<file path="config.mk">
export PLATFORM = sky130hd
export DESIGN_NAME = per_bus_arb
export DESIGN_NICKNAME = d
export VERILOG_FILES = /design/src/rtl/per_bus_arb_pkg.sv /design/src/rtl/per_bus_arb_rr.sv /design/src/rtl/per_bus_arb.sv
export SDC_FILE = /design/constraint.sdc
export NUM_CORES = 1
export LEC_CHECK = 0
export BUFFER_PORTS_ARGS = -buffer_cell sky130_fd_sc_hd__buf_2
export CAP_MARGIN = 20
export CELL_PAD_IN_SITES_DETAIL_PLACEMENT = 0
export CELL_PAD_IN_SITES_GLOBAL_PLACEMENT = 1
export CORE_MARGIN = 2
export CORE_UTILIZATION = 35
export DETAILED_ROUTE_END_ITERATION = 16
export GPL_TIMING_DRIVEN = 0
export PLACE_DENSITY = 0.9
export SLEW_MARGIN = 15
export SYNTH_ARGS = -nofsm -noshare
export SYNTH_HDL_FRONTEND = slang
export SYNTH_SLANG_ARGS = --single-unit
</file>
<file path="constraint.sdc">
create_clock -name clk_i -period 2.2 [get_ports clk_i]
set_input_delay 0.33 -clock clk_i [delete_from_list [all_inputs] [get_ports clk_i]]
set_output_delay 0.33 -clock clk_i [all_outputs]
set_load 0.005 [all_outputs]
</file>
<file path="src/rtl/per_bus_arb_pkg.sv">
// Shared constants for the two-master peripheral bus arbiter: FSM encoding, master indices,
// access size codes and the round-robin pick rule.
package per_bus_arb_pkg;

    localparam logic [1:0] ST_IDLE   = 2'd0;
    localparam logic [1:0] ST_ACCESS = 2'd1;
    localparam logic [1:0] ST_RDATA  = 2'd2;

    localparam logic MST_CPU = 1'b0;
    localparam logic MST_DBG = 1'b1;

    localparam logic [1:0] SIZE_BYTE = 2'd0;
    localparam logic [1:0] SIZE_HALF = 2'd1;
    localparam logic [1:0] SIZE_WORD = 2'd2;

    // On a tie the master that did not own the bus last wins; a lone requester always wins.
    function automatic logic rr_pick(input logic [1:0] req, input logic last);
        if (req == 2'b11) begin
            return ~last;
        end
        return req[1];
    endfunction

endpackage

</file>
<file path="src/rtl/per_bus_arb_rr.sv">
// Combinational 2-way round-robin picker used by per_bus_arb.
module per_bus_arb_rr
    import per_bus_arb_pkg::*;
(
    input  logic [1:0] req_i,
    input  logic       last_i,
    output logic [1:0] gnt_o,
    output logic       gnt_idx_o
);

    assign gnt_idx_o = rr_pick(req_i, last_i);
    assign gnt_o     = (|req_i) ? ((gnt_idx_o == MST_DBG) ? 2'b10 : 2'b01) : 2'b00;

endmodule

</file>
<file path="src/rtl/per_bus_arb.sv">
// Two-master round-robin arbiter for the peripheral register bus with registered strobes.
// Optional bus lock for read-modify-write sequences: define PER_BUS_ARB_LOCK_EN.
module per_bus_arb
    import per_bus_arb_pkg::*;
#(
    parameter int ADDR_W = 16,
    parameter int DATA_W = 32
) (
    input  logic              clk_i,
    input  logic              reset_n_i,
    input  logic [ADDR_W-1:0] m0_addr_i,
    input  logic [DATA_W-1:0] m0_wdata_i,
    input  logic [1:0]        m0_size_i,
    input  logic              m0_rd_i,
    input  logic              m0_wr_i,
    output logic              m0_ready_o,
    output logic [DATA_W-1:0] m0_rdata_o,
    input  logic [ADDR_W-1:0] m1_addr_i,
    input  logic [DATA_W-1:0] m1_wdata_i,
    input  logic [1:0]        m1_size_i,
    input  logic              m1_rd_i,
    input  logic              m1_wr_i,
    output logic              m1_ready_o,
    output logic [DATA_W-1:0] m1_rdata_o,
`ifdef PER_BUS_ARB_LOCK_EN
    input  logic              m0_lock_i,
    input  logic              m1_lock_i,
`endif
    output logic [ADDR_W-1:0] per_addr_o,
    output logic [DATA_W-1:0] per_wdata_o,
    output logic [1:0]        per_size_o,
    output logic              per_rd_o,
    output logic              per_wr_o,
    input  logic [DATA_W-1:0] per_rdata_i,
    output logic              owner_o,
    output logic              busy_o
);

    logic [1:0]        state_q, state_d;
    logic              owner_q, owner_d;
    logic [ADDR_W-1:0] addr_q, addr_d;
    logic [DATA_W-1:0] wdata_q, wdata_d;
    logic [1:0]        size_q, size_d;
    logic              rd_q, rd_d;
    logic              wr_q, wr_d;
    logic [DATA_W-1:0] rdata0_q, rdata1_q;

    logic [1:0] req_raw, req, gnt;
    logic       gnt_any, sel, sel_rd, sel_wr;

    assign req_raw = {m1_rd_i | m1_wr_i, m0_rd_i | m0_wr_i};

`ifdef PER_BUS_ARB_LOCK_EN
    logic lock_q, lock_d, lock_act;

    // Lock only counts while the owner keeps asserting it; a dropped lock frees the bus this cycle.
    assign lock_act = lock_q & (owner_q ? m1_lock_i : m0_lock_i);
    assign req      = lock_act ? (req_raw & (owner_q ? 2'b10 : 2'b01)) : req_raw;

    always_comb begin
        lock_d = lock_q;
        if (state_q == ST_IDLE) begin
            lock_d = gnt_any ? (sel ? m1_lock_i : m0_lock_i) : lock_act;
        end
    end

    always_ff @(posedge clk_i or negedge reset_n_i) begin
        if (!reset_n_i) lock_q <= 1'b0;
        else            lock_q <= lock_d;
    end
`else
    assign req = req_raw;
`endif

    per_bus_arb_rr u_rr (
        .req_i     (req),
        .last_i    (owner_q),
        .gnt_o     (gnt),
        .gnt_idx_o (sel)
    );

    assign gnt_any = |gnt;
    assign sel_wr  = sel ? m1_wr_i : m0_wr_i;
    assign sel_rd  = sel ? m1_rd_i : m0_rd_i;

    always_comb begin
        state_d = state_q;
        owner_d = owner_q;
        addr_d  = addr_q;
        wdata_d = wdata_q;
        size_d  = size_q;
        rd_d    = 1'b0;
        wr_d    = 1'b0;
        case (state_q)
            ST_IDLE: begin
                if (gnt_any) begin
                    owner_d = sel;
                    addr_d  = sel ? m1_addr_i  : m0_addr_i;
                    wdata_d = sel ? m1_wdata_i : m0_wdata_i;
                    size_d  = sel ? m1_size_i  : m0_size_i;
                    wr_d    = sel_wr;
                    rd_d    = sel_rd & ~sel_wr;
                    state_d = ST_ACCESS;
                end
            end
            ST_ACCESS: state_d = rd_q ? ST_RDATA : ST_IDLE;
            ST_RDATA:  state_d = ST_IDLE;
            default:   state_d = ST_IDLE;
        endcase
    end

    always_ff @(posedge clk_i or negedge reset_n_i) begin
        if (!reset_n_i) begin
            state_q <= ST_IDLE;
            owner_q <= MST_DBG;
            addr_q  <= '0;
            wdata_q <= '0;
            size_q  <= '0;
            rd_q    <= 1'b0;
            wr_q    <= 1'b0;
        end else begin
            state_q <= state_d;
            owner_q <= owner_d;
            addr_q  <= addr_d;
            wdata_q <= wdata_d;
            size_q  <= size_d;
            rd_q    <= rd_d;
            wr_q    <= wr_d;
        end
    end

    // Each master keeps the last word it read so a non-granted master's rdata_o stays put.
    always_ff @(posedge clk_i or negedge reset_n_i) begin
        if (!reset_n_i) begin
            rdata0_q <= '0;
            rdata1_q <= '0;
        end else if (state_q == ST_RDATA) begin
            if (owner_q) rdata1_q <= per_rdata_i;
            else         rdata0_q <= per_rdata_i;
        end
    end

    logic rdata_phase, done;

    assign rdata_phase = (state_q == ST_RDATA);
    assign done        = wr_q | rdata_phase;

    assign m0_ready_o  = done & ~owner_q;
    assign m1_ready_o  = done & owner_q;
    assign m0_rdata_o  = (rdata_phase & ~owner_q) ? per_rdata_i : rdata0_q;
    assign m1_rdata_o  = (rdata_phase & owner_q)  ? per_rdata_i : rdata1_q;

    assign per_addr_o  = addr_q;
    assign per_wdata_o = wdata_q;
    assign per_size_o  = size_q;
    assign per_rd_o    = rd_q;
    assign per_wr_o    = wr_q;
    assign owner_o     = owner_q;
    assign busy_o      = (state_q != ST_IDLE);

endmodule
</file>
==> results.ini <==
[status]
status=finished, violations left
violations=setup timing

[clock_tree]
h-tree-depth=4
clk_pin_slew_worst_paths_ps=50
cts.sinks=119
insertion_delay_ps=410
cts_tree=built
cts_root_buffer=clkbuf_16
cts_buffers=17
clk_path_buf_depth=2

[global_route]
grt_pass1_vias=4629
antenna_found_initial=0
gr-usage-all-layers_pct=18.12
gr-total-overflow=0
grt_max_degree=61
grt_pass1_wl_mm=23.64

[synthesis]
synthCells=402
yosys_warnings=0
synth_compound_gate_area_share_pct=26.79
syn-num-nets=540
syn_area_mm2=0.005558
synthAdderAreaFrac_pct=0
synth_top_family_by_area=compound AO/OA/AOI/OAI gates
yosys.area_share.simple_pct=2.026
ys_ff_latch=119
muxShareOfSynthArea_pct=12.97
ys_types=26
synth-xor-area-share_pct=0
synth_seq_area_share_pct=53.60
avgSynthCellArea_um2=13.83

[sta]
setup_viol=29
hold_violations=0
finalWorstSetupSlack_ps=-27.42
maxSlewHeadroom_pct=49.00
timing.final.crit_period_ps=2227
final-max-slew-violation-count=0
min_period_over_period_pct=101.2
grt_setup_unrepaired=yes
tightest_slew_ps=759.3
fmax_ghz=0.4490
finClkSkew_ps=8.796

[cells_and_area]
synthToLayoutAreaGrowth_pct=49.80
fillers=1385
final_common_cell=buf_2
drive_gt1_share_pct=62.52
antennaDiodeCount=0
layout_common_cells=buf_2 (227), dfrtp_1 (118), a311oi_1 (50), o21ai_0 (50), a2bb2oi_2 (50)
fin_util_pct=52.99
fin_area_mm2=0.008325
final_nets=834

[routing]
drc=0
wl_met2_mm=8.250
met1_length_mm=6.859
vias=4714
drtAntennaViolNets=0
via_per_inst=5.107
routedWlPerCell_um=17.92
top_layer_used=met4
drt_wl_total_mm=16.54
dr.pass1.iters=4
wl_met3_mm=1.166
drt_iter0_drc=192

[worst_setup_path]
worstPathRequired_ps=1870
rr_worst_depth=5
crit_arrival_ps=1900
end_kind=output pin
r2r_slack_ps=220
cp-start-kind=register
cpLargestDelayFamily=buffers and inverters
cp_num_buf_inv=3
crit_type=reg2out
cp_slowest_cell=dfrtp_1
path_depth=6
cp_slowest_stage_delay_ps=380
path_cells=nor2b_4 -> buf_4 -> nand2_4 -> buf_6 -> mux2_2 -> buf_2
cp_max_fo=10

[worst_hold_path]
min_path_cells=2
hp-class=in2reg

[place]
portBuffers=257
hpwl_mm=11.56
routabilityCongestion=0.7594
placed_area_mm2=0.007148

[pwr]
power_density_mw_per_mm2=1511
p_leak_uw=0.003766
vdd_drop_max_v=0.0005552

[floorplanning]
core_area_mm2=0.01571
initial_core_util_pct=35.37
row_count=46
dieArea_mm2=0.01690
ios=258
die_height_um=130.0
die_w_um=130.0

[flow_run]
cap_violations=0

## cell usage after synthesis, drive strengths merged
cell type / number / share of area (%)
and3b: 1 / 0.16
nand2: 2 / 0.14
or2b: 1 / 0.14
a21boi: 1 / 0.14
or2: 2 / 0.23
o21ai: 52 / 4.7
a21oi: 2 / 0.18
nor2b: 4 / 0.45
a2bb2oi: 50 / 14
o21a: 1 / 0.14
buf: 21 / 3.0
dfstp: 1 / 0.47
nor2: 4 / 0.41
o21bai: 1 / 0.14
nor4: 1 / 0.38
a311oi: 50 / 7.9
mux2: 64 / 13
o31ai: 1 / 0.14
nor3b: 1 / 0.14
dfrtp: 118 / 53
clkbuf: 24 / 1.6
## flip-flops by register name, summed over array words and instances (netlist names)
signal       flops
owner_o          1
per_addr_o      16
per_rd_o         1
per_size_o       2
per_wdata_o     32
per_wr_o         1
rdata0_q        32
rdata1_q        32
state_q          2
## repair_timing
item	4_1_cts	5_1_grt
pin swaps	0	0
hold buffers	1	0
resized for setup	20	77
setup endpoints to repair	62	48
cloned	0	4
setup buffers	2	11
hold endpoints to repair	58	0
## per-layer routing
metal	vias to the layer above	global-route usage (%)
met1	2343	21.85
met4	0	6.452
met2	191	30.46
met5	-	0
met3	20	5.945
li1	2160	-
## cell type report
type / count / area (um^2) / area share (%)
Clock inverter: 9 / 103.9 / 1.247
Multi-Input combinational cell: 238 / 2465 / 29.61
Timing Repair Buffer: 276 / 1732 / 20.80
Sequential cell: 119 / 2979 / 35.78
Clock buffer: 21 / 450.4 / 5.410
Tap cell: 216 / 270.3 / 3.246
Buffer: 44 / 325.3 / 3.907
## report_power, final
| group | internal (uW) | switching (uW) |
|---|---|---|
| combinational | 3530 | 2560 |
| clock | 1670 | 937 |
| sequential | 3320 | 550 |
## metrics by stage
stage          instances  setup TNS, ps  worst slack (ps)  hold slack [ps]  power (uW)
6_report             923         -202.1            -27.42            187.2       12580
5_1_grt              923          -5077            -108.9            171.8       13340
4_1_cts              908          -2402            -91.93            159.2       11780
3_5_place_dp         876              0             92.98            344.7        9028
3_3_place_gp         875         -82460            -707.3            461.1        8863
2_1_floorplan        402              0             497.8            34.41        6998
## kinds of logic after synthesis
group,count (synthesis)
multiplexers,64
flip-flops,119
buffers and inverters,45
AO/OA/AOI/OAI,158
AND/OR/NAND/NOR,16
## worst reg2reg max path, stage by stage (launching register included)
cell and delay, ps:
dfstp_2 610, buf_4 190, o21ai_1 190, clkbuf_1 290, a311oi_1 490, a2bb2oi_2 100
## path summary, 6_finish.rpt
path / endpoint / start
max in group asynchronous: rdata1_q[2]$_DFFE_PN0P_ / reset_n_i
worst min-delay path: rdata1_q[12]$_DFFE_PN0P_ / per_rdata_i[12]
min in group asynchronous: rdata0_q[24]$_DFFE_PN0P_ / reset_n_i
worst max-delay path: m1_rdata_o[28] / state_q[1]$_DFFE_PN0P_
worst max register to register: per_wdata_o[10]$_DFFE_PN0P_ / owner_o$_DFFE_PN1P_
worst min register to register: rdata1_q[12]$_DFFE_PN0P_ / rdata1_q[12]$_DFFE_PN0P_
No activity file was read; power rests on OpenSTA's default activity.
